[config.mk]
export PLATFORM = sky130hd
export DESIGN_NAME = run_sequencer
export DESIGN_NICKNAME = d
export VERILOG_FILES = /design/src/rtl/temple_pkg.sv /design/src/rtl/button_sync_edge.sv /design/src/rtl/run_sequencer.sv
export SDC_FILE = /design/constraint.sdc
export NUM_CORES = 1
export LEC_CHECK = 0
export CAP_MARGIN = 20
export CORE_ASPECT_RATIO = 0.75
export CORE_MARGIN = 2
export CORE_UTILIZATION = 57
export DETAILED_ROUTE_END_ITERATION = 8
export PLACE_DENSITY = 0.82
export SLEW_MARGIN = 20
export SYNTH_ARGS = -nofsm -noshare
export SYNTH_HDL_FRONTEND = slang
export SYNTH_SLANG_ARGS = --single-unit
[constraint.sdc]
create_clock -name clk -period 4.2 [get_ports clk]
set_input_delay 0.84 -clock clk [delete_from_list [all_inputs] [get_ports clk]]
set_output_delay 0.84 -clock clk [all_outputs]
set_load 0.05 [all_outputs]
[src/rtl/temple_pkg.sv]
// Shared types for the run sequencer: game states, lanes, offsets.
// Also maps a lane to the head layer's horizontal offset.
package temple_pkg;

  typedef enum logic [1:0] {
    COUNTDOWN,
    LOGO_SCROLL,
    HEAD_SLIDE,
    RUN
  } state_t;

  typedef enum logic [1:0] {
    LEFT,
    CENTER,
    RIGHT
  } lane_t;

  typedef logic signed [11:0] offset_t;

  // Left lane sits at +mag, right lane at -mag.
  function automatic offset_t lane_hoffset(
    input lane_t   lane,
    input offset_t mag
  );
    offset_t r;
    r = '0;
    unique case (lane)
      LEFT:    r = mag;
      RIGHT:   r = -mag;
      default: r = '0;
    endcase
    return r;
  endfunction

endpackage

[src/rtl/button_sync_edge.sv]
// Two-flop synchronizer plus rising-edge pulse for a raw button.
// Ports: clk, rst (sync, active-high), btn_raw (async in), press (1-clk pulse).
module button_sync_edge (
  input  logic clk,
  input  logic rst,
  input  logic btn_raw,
  output logic press
);

  // [0],[1] synchronize; [2] holds the previous synced level.
  logic [2:0] sync_q;
  logic [2:0] sync_d;

  always_comb begin
    sync_d = {sync_q[1:0], btn_raw};
  end

  always_ff @(posedge clk) begin
    if (rst) begin
      sync_q <= '0;
    end else begin
      sync_q <= sync_d;
    end
  end

  assign press = sync_q[1] & ~sync_q[2];

endmodule

[src/rtl/run_sequencer.sv]
// Frame-rate sequencer: countdown, logo scroll, head slide, then gameplay.
// Ports: clk, rst, vsync, btn_left/right in; layer offsets, state, running out.
module run_sequencer
  import temple_pkg::*;
#(
  parameter int COUNTDOWN_FRAMES = 45,
  parameter int LOGO_STEP        = 30,
  parameter int LOGO_END         = -600,
  parameter int HEAD_START       = -170,
  parameter int HEAD_STEP        = 17,
  parameter int LANE_OFFSET      = 100,
  parameter int COIN_WRAP        = 60
) (
  input  logic        clk,
  input  logic        rst,
  input  logic        vsync,
  input  logic        btn_left,
  input  logic        btn_right,
  output logic [11:0] logo_voffset,
  output logic [11:0] head_hoffset,
  output logic [11:0] head_voffset,
  output logic [11:0] coin_step,
  output logic [1:0]  state,
  output logic        running
);

  localparam logic signed [12:0] L_STEP = 13'(LOGO_STEP);
  localparam logic signed [12:0] L_END  = 13'(LOGO_END);
  localparam logic signed [12:0] H_STEP = 13'(HEAD_STEP);
  localparam offset_t            H_INIT = 12'(HEAD_START);
  localparam offset_t            L_MAG  = 12'(LANE_OFFSET);
  localparam logic [11:0]        C_LAST = 12'(COIN_WRAP - 1);
  localparam logic [11:0]        CD_INIT = 12'(COUNTDOWN_FRAMES);

  logic press_l;
  logic press_r;

  button_sync_edge u_left (
    .clk     (clk),
    .rst     (rst),
    .btn_raw (btn_left),
    .press   (press_l)
  );

  button_sync_edge u_right (
    .clk     (clk),
    .rst     (rst),
    .btn_raw (btn_right),
    .press   (press_r)
  );

  state_t      state_q, state_d;
  logic [11:0] cnt_q, cnt_d;
  offset_t     logo_q, logo_d;
  offset_t     headv_q, headv_d;
  offset_t     headh_q, headh_d;
  lane_t       lane_q, lane_d;
  logic [11:0] coin_q, coin_d;
  logic        run_q, run_d;
  logic        pl_q, pl_d;
  logic        pr_q, pr_d;
  logic        vsync_q;
  logic        tick;

  logic signed [12:0] logo_nx;
  logic signed [12:0] head_nx;

  assign tick    = vsync & ~vsync_q;
  // Widened by one bit so the clamp test never sees a wrapped value.
  assign logo_nx = {logo_q[11], logo_q} - L_STEP;
  assign head_nx = {headv_q[11], headv_q} + H_STEP;

  always_comb begin
    state_d = state_q;
    cnt_d   = cnt_q;
    logo_d  = logo_q;
    headv_d = headv_q;
    lane_d  = lane_q;
    coin_d  = coin_q;
    run_d   = run_q;
    // A press landing on the tick cycle survives into the next frame.
    pl_d    = tick ? press_l : (pl_q | press_l);
    pr_d    = tick ? press_r : (pr_q | press_r);
    if (tick) begin
      unique case (state_q)
        COUNTDOWN: begin
          cnt_d = cnt_q - 12'd1;
          if (cnt_q == 12'd1) state_d = LOGO_SCROLL;
        end
        LOGO_SCROLL: begin
          if (logo_nx <= L_END) begin
            logo_d  = L_END[11:0];
            state_d = HEAD_SLIDE;
          end else begin
            logo_d = logo_nx[11:0];
          end
        end
        HEAD_SLIDE: begin
          if (head_nx >= 13'sd0) begin
            headv_d = '0;
            state_d = RUN;
            run_d   = 1'b1;
          end else begin
            headv_d = head_nx[11:0];
          end
        end
        default: begin
          coin_d = (coin_q == C_LAST) ? 12'd0 : coin_q + 12'd1;
          if (pl_q && !pr_q) begin
            lane_d = (lane_q == RIGHT) ? CENTER : LEFT;
          end else if (pr_q && !pl_q) begin
            lane_d = (lane_q == LEFT) ? CENTER : RIGHT;
          end
        end
      endcase
    end
    headh_d = lane_hoffset(lane_d, L_MAG);
  end

  always_ff @(posedge clk) begin
    if (rst) begin
      state_q <= COUNTDOWN;
      cnt_q   <= CD_INIT;
      logo_q  <= '0;
      headv_q <= H_INIT;
      headh_q <= '0;
      lane_q  <= CENTER;
      coin_q  <= '0;
      run_q   <= 1'b0;
      pl_q    <= 1'b0;
      pr_q    <= 1'b0;
      vsync_q <= 1'b0;
    end else begin
      state_q <= state_d;
      cnt_q   <= cnt_d;
      logo_q  <= logo_d;
      headv_q <= headv_d;
      headh_q <= headh_d;
      lane_q  <= lane_d;
      coin_q  <= coin_d;
      run_q   <= run_d;
      pl_q    <= pl_d;
      pr_q    <= pr_d;
      vsync_q <= vsync;
    end
  end

  assign logo_voffset = logo_q;
  assign head_hoffset = headh_q;
  assign head_voffset = headv_q;
  assign coin_step    = coin_q;
  assign state        = state_q;
  assign running      = run_q;

endmodule

==> results.json <==
{
  "synth_top_cell_by_area": "dfxtp_1",
  "synth-xor-area-share_pct": 5.914,
  "insertion_delay_ns": 0.35,
  "slew_violations": 0,
  "yosysSeqAreaShare_pct": 39.32,
  "rsz0062_at_grt": "false",
  "syn_inst": 391,
  "pwr-share-comb_pct": 3.7,
  "core_area_sq_mm": 0.005439,
  "grt_max_degree": 48,
  "synth_edf_count": 0,
  "grt_pass1_vias": 2476,
  "fin_crit_ns": 2.651,
  "critPathCaptureType": "register",
  "fin_area_sq_mm": 0.003955,
  "overflow": 0,
  "cp_max_fo": 15,
  "cts_resized": 0,
  "synth_top_area_share_pct": 39.32,
  "cp_top_family": "compound AO/OA/AOI/OAI gates",
  "vias": 2842,
  "global_route.usage.total_pct": 22.04,
  "synth-compound-area-share_pct": 14.09,
  "final_antenna_net_count": 0,
  "dpl.hpwl_um": 4633,
  "relSlewSlack_pct": 49.60,
  "totalWireLength_um": 6953,
  "finalNetCount": 446,
  "crit_required_ns": 4.41,
  "diodes": 0,
  "pin_count": 56,
  "worstPathCellList": "ha_1 > nand3_1 > nor2_1 > mux2i_1 > o21ai_2 > nor4_1 > a2111oi_0",
  "critPathKind": "register to register",
  "htreeDepth": 3,
  "internal-power_uw": 918.5,
  "cts_buffers": 9,
  "drc": 0,
  "slowest_delay_ns": 0.53,
  "power_uw": 1193,
  "final.setup_skew_ns": 0.006618,
  "cts_tree": "built",
  "status": "finished clean",
  "switchingPower_uw": 274.7,
  "syn_to_final_growth_pct": 21.39,
  "ys_types": 58,
  "synth_area_sq_mm": 0.003258,
  "die_y_um": 69.48,
  "worstMarginPinSlew_ns": 0.7480,
  "num-fill-cells": 415,
  "drtIter0Drc": 146,
  "leakage_uw": 0.001416,
  "hold_class": "register to register",
  "synthFlopType": "dfxtp_1",
  "layout-drive-gt1-share_pct": 6.422,
  "period_share_pct": 63.11,
  "swShare_pct": 23.02,
  "initial_utilization_pct": 59.90,
  "clkSinkCount": 64,
  "postCtsSetupBuffers": 0,
  "gp_congestion": 0.8355,
  "syn_area_per_cell_sq_um": 8.333,
  "crit_buf_inv": 0,
  "wl_per_cell_um": 13.61,
  "finalSetupTns_ns": 0,
  "async_flop_share_pct": 0,
  "cap_violations": 0,
  "via_per_inst": 5.562,
  "crit_path_top_delay_cell": "dfxtp_1",
  "synth_mux_area_share_pct": 0.9601,
  "pwr-share-clk_pct": 44.3,
  "placed_area_sq_mm": 0.003757,
  "num_rows": 23,
  "max_freq_ghz": 0.3773,
  "synth-simple-area-share_pct": 30.03,
  "cellPowerDensity_mw_per_mm2": 301.7,
  "path_clk_slew_ns": 0.07,
  "synth_fa_ha_area_share_pct": 3.840,
  "startpoint_type": "register",
  "die_area_sq_mm": 0.006343,
  "peakVddDrop_mv": 0.2128,
  "grt_pass1_wl_um": 11520,
  "numPortBuffers": 52,
  "hold_violations": 0,
  "ys_warn_count": 0,
  "cts.path.max_buffers": 2,
  "synthTopCellsByArea": "dfxtp_1 39%, nor2_1 4.4%, nand2_1 4.3%",
  "utilization_pct": 72.72,
  "synth.ff_latch_count": 64,
  "synth.most_common_cell": "dfxtp_1",
  "finalSetupViolCount": 0,
  "firstDrtPassIters": 5,
  "p_seq_share_pct": 52.0,
  "yosys-top-cells-count": "64 x dfxtp_1, 38 x nor2_1, 37 x nand2_1",
  "ctsHoldBuffers": 0,
  "clock-root-buffer": "clkbuf_8",
  "antenna_found_initial": 0,
  "synth_top_family_by_area": "simple AND/OR/NAND/NOR gates",
  "die_w_um": 91.30,
  "cp_data_arrival_time_ns": 2.86
}
[registers in the layout (all words and copies together), names as in the netlist]
name,count
cnt_q,12
coin_step,12
head_hoffset,3
head_voffset,12
lane_q,2
logo_voffset,11
pl_q,1
pr_q,1
running,1
state,2
u_left.sync_q,3
u_right.sync_q,3
vsync_q,1
[worst register-to-register path, stage by stage, from the launching register on]
cell and delay [ns]:
dfxtp_1 0.53, ha_1 0.33, nand3_1 0.28, nor2_1 0.18, mux2i_1 0.11, o21ai_2 0.52, nor4_1 0.14, a2111oi_0 0.42
[final cells by class]
class | count | area (sq um) | share of cell area [%]
repair buffers | 55 | 543.0 | 13.73
well taps | 75 | 93.84 | 2.373
inverters | 11 | 41.29 | 1.044
clock inverters | 5 | 56.30 | 1.424
clock buffers | 11 | 141.4 | 3.575
multi-input cells | 290 | 1798 | 45.46
flip-flops and latches | 64 | 1281 | 32.39
[power by group through the flow]
stage	Combinational (uW)	Clock [uW]	Sequential [uW]
floorplan	35.9	0	631
global placement	42.3	0	634
detailed placement	43.3	0	634
CTS	43.6	538	620
global route	48.6	567	621
finish	43.6	529	621
[stage by stage]
| step | setup WS [ns] | instances | hold slack [ns] |
|---|---|---|---|
| after floorplan | 1.459 | 393 | 0.4138 |
| after global placement | 1.311 | 495 | 0.4431 |
| after detailed placement | 1.269 | 495 | 0.4356 |
| after CTS | 1.577 | 511 | 0.4556 |
| after global routing | 1.264 | 511 | 0.4631 |
| final | 1.549 | 511 | 0.4505 |
[layer usage]
| metal | vias up | wire length, um | track usage (%) | share of wire [%] |
|---|---|---|---|---|
| met2 | 84 | 3148 | 34.81 | 45 |
| met5 | - | 0 | 0 | 0 |
| met1 | 1303 | 3394 | 29.88 | 49 |
| li1 | 1448 | - | - | - |
| met3 | 7 | 368 | 6.196 | 5.3 |
| met4 | 0 | 41 | 5.724 | 0.59 |
[placed cells by master, fill, tap and decap left out, types with 2 or more instances in the layout]
cell type        netlist  final
nand4_1                3      3
clkdlybuf4s50_1        0     52
nor2b_1               15     15
o21ai_0               18     18
xnor2_1               11     11
a221o_1                4      4
a211o_1                2      2
dfxtp_1               64     64
nand3_1               13     13
mux2i_1                2      2
nor2_1                38     38
and3_1                 6      6
nor4_1                12     12
o211ai_1               2      2
nand3b_1               7      7
clkinv_2               0      2
nand2_1               37     37
xor2_1                11     11
and2_1                 5      5
and4_1                 3      3
ha_1                  10     10
or4_1                  5      5
a21oi_1               19     19
nor4_2                 2      2
or3_1                  7      7
clkbuf_8               0     10
nand2b_1               5      5
o21a_1                 2      2
inv_1                 11     11
buf_4                 10      3
nand4b_1               2      2
a31oi_1                4      4
o22ai_1                2      2
nor3_1                17     17
conb_1                 1      3
[final timing paths]
path	start	end	slack, ns	cells past startpoint
max	logo_voffset[1]	logo_voffset[3]	1.55	7
max reg2reg	logo_voffset[1]	logo_voffset[3]	1.55	7
min	u_right.sync_q[0]	u_right.sync_q[1]	0.45	1
min reg2reg	u_right.sync_q[0]	u_right.sync_q[1]	0.45	1
[logic make-up after synthesis]
| family | after synthesis |
|---|---|
| and+or+nand+nor | 183 |
| adders and majority gates | 10 |
| muxes | 3 |
| DFF | 64 |
| other | 1 |
| buffers and inverters | 39 |
| AOI/OAI and AO/OA | 69 |
| xor gates and xnor gates | 22 |
Power figures use the tool's default switching activity.
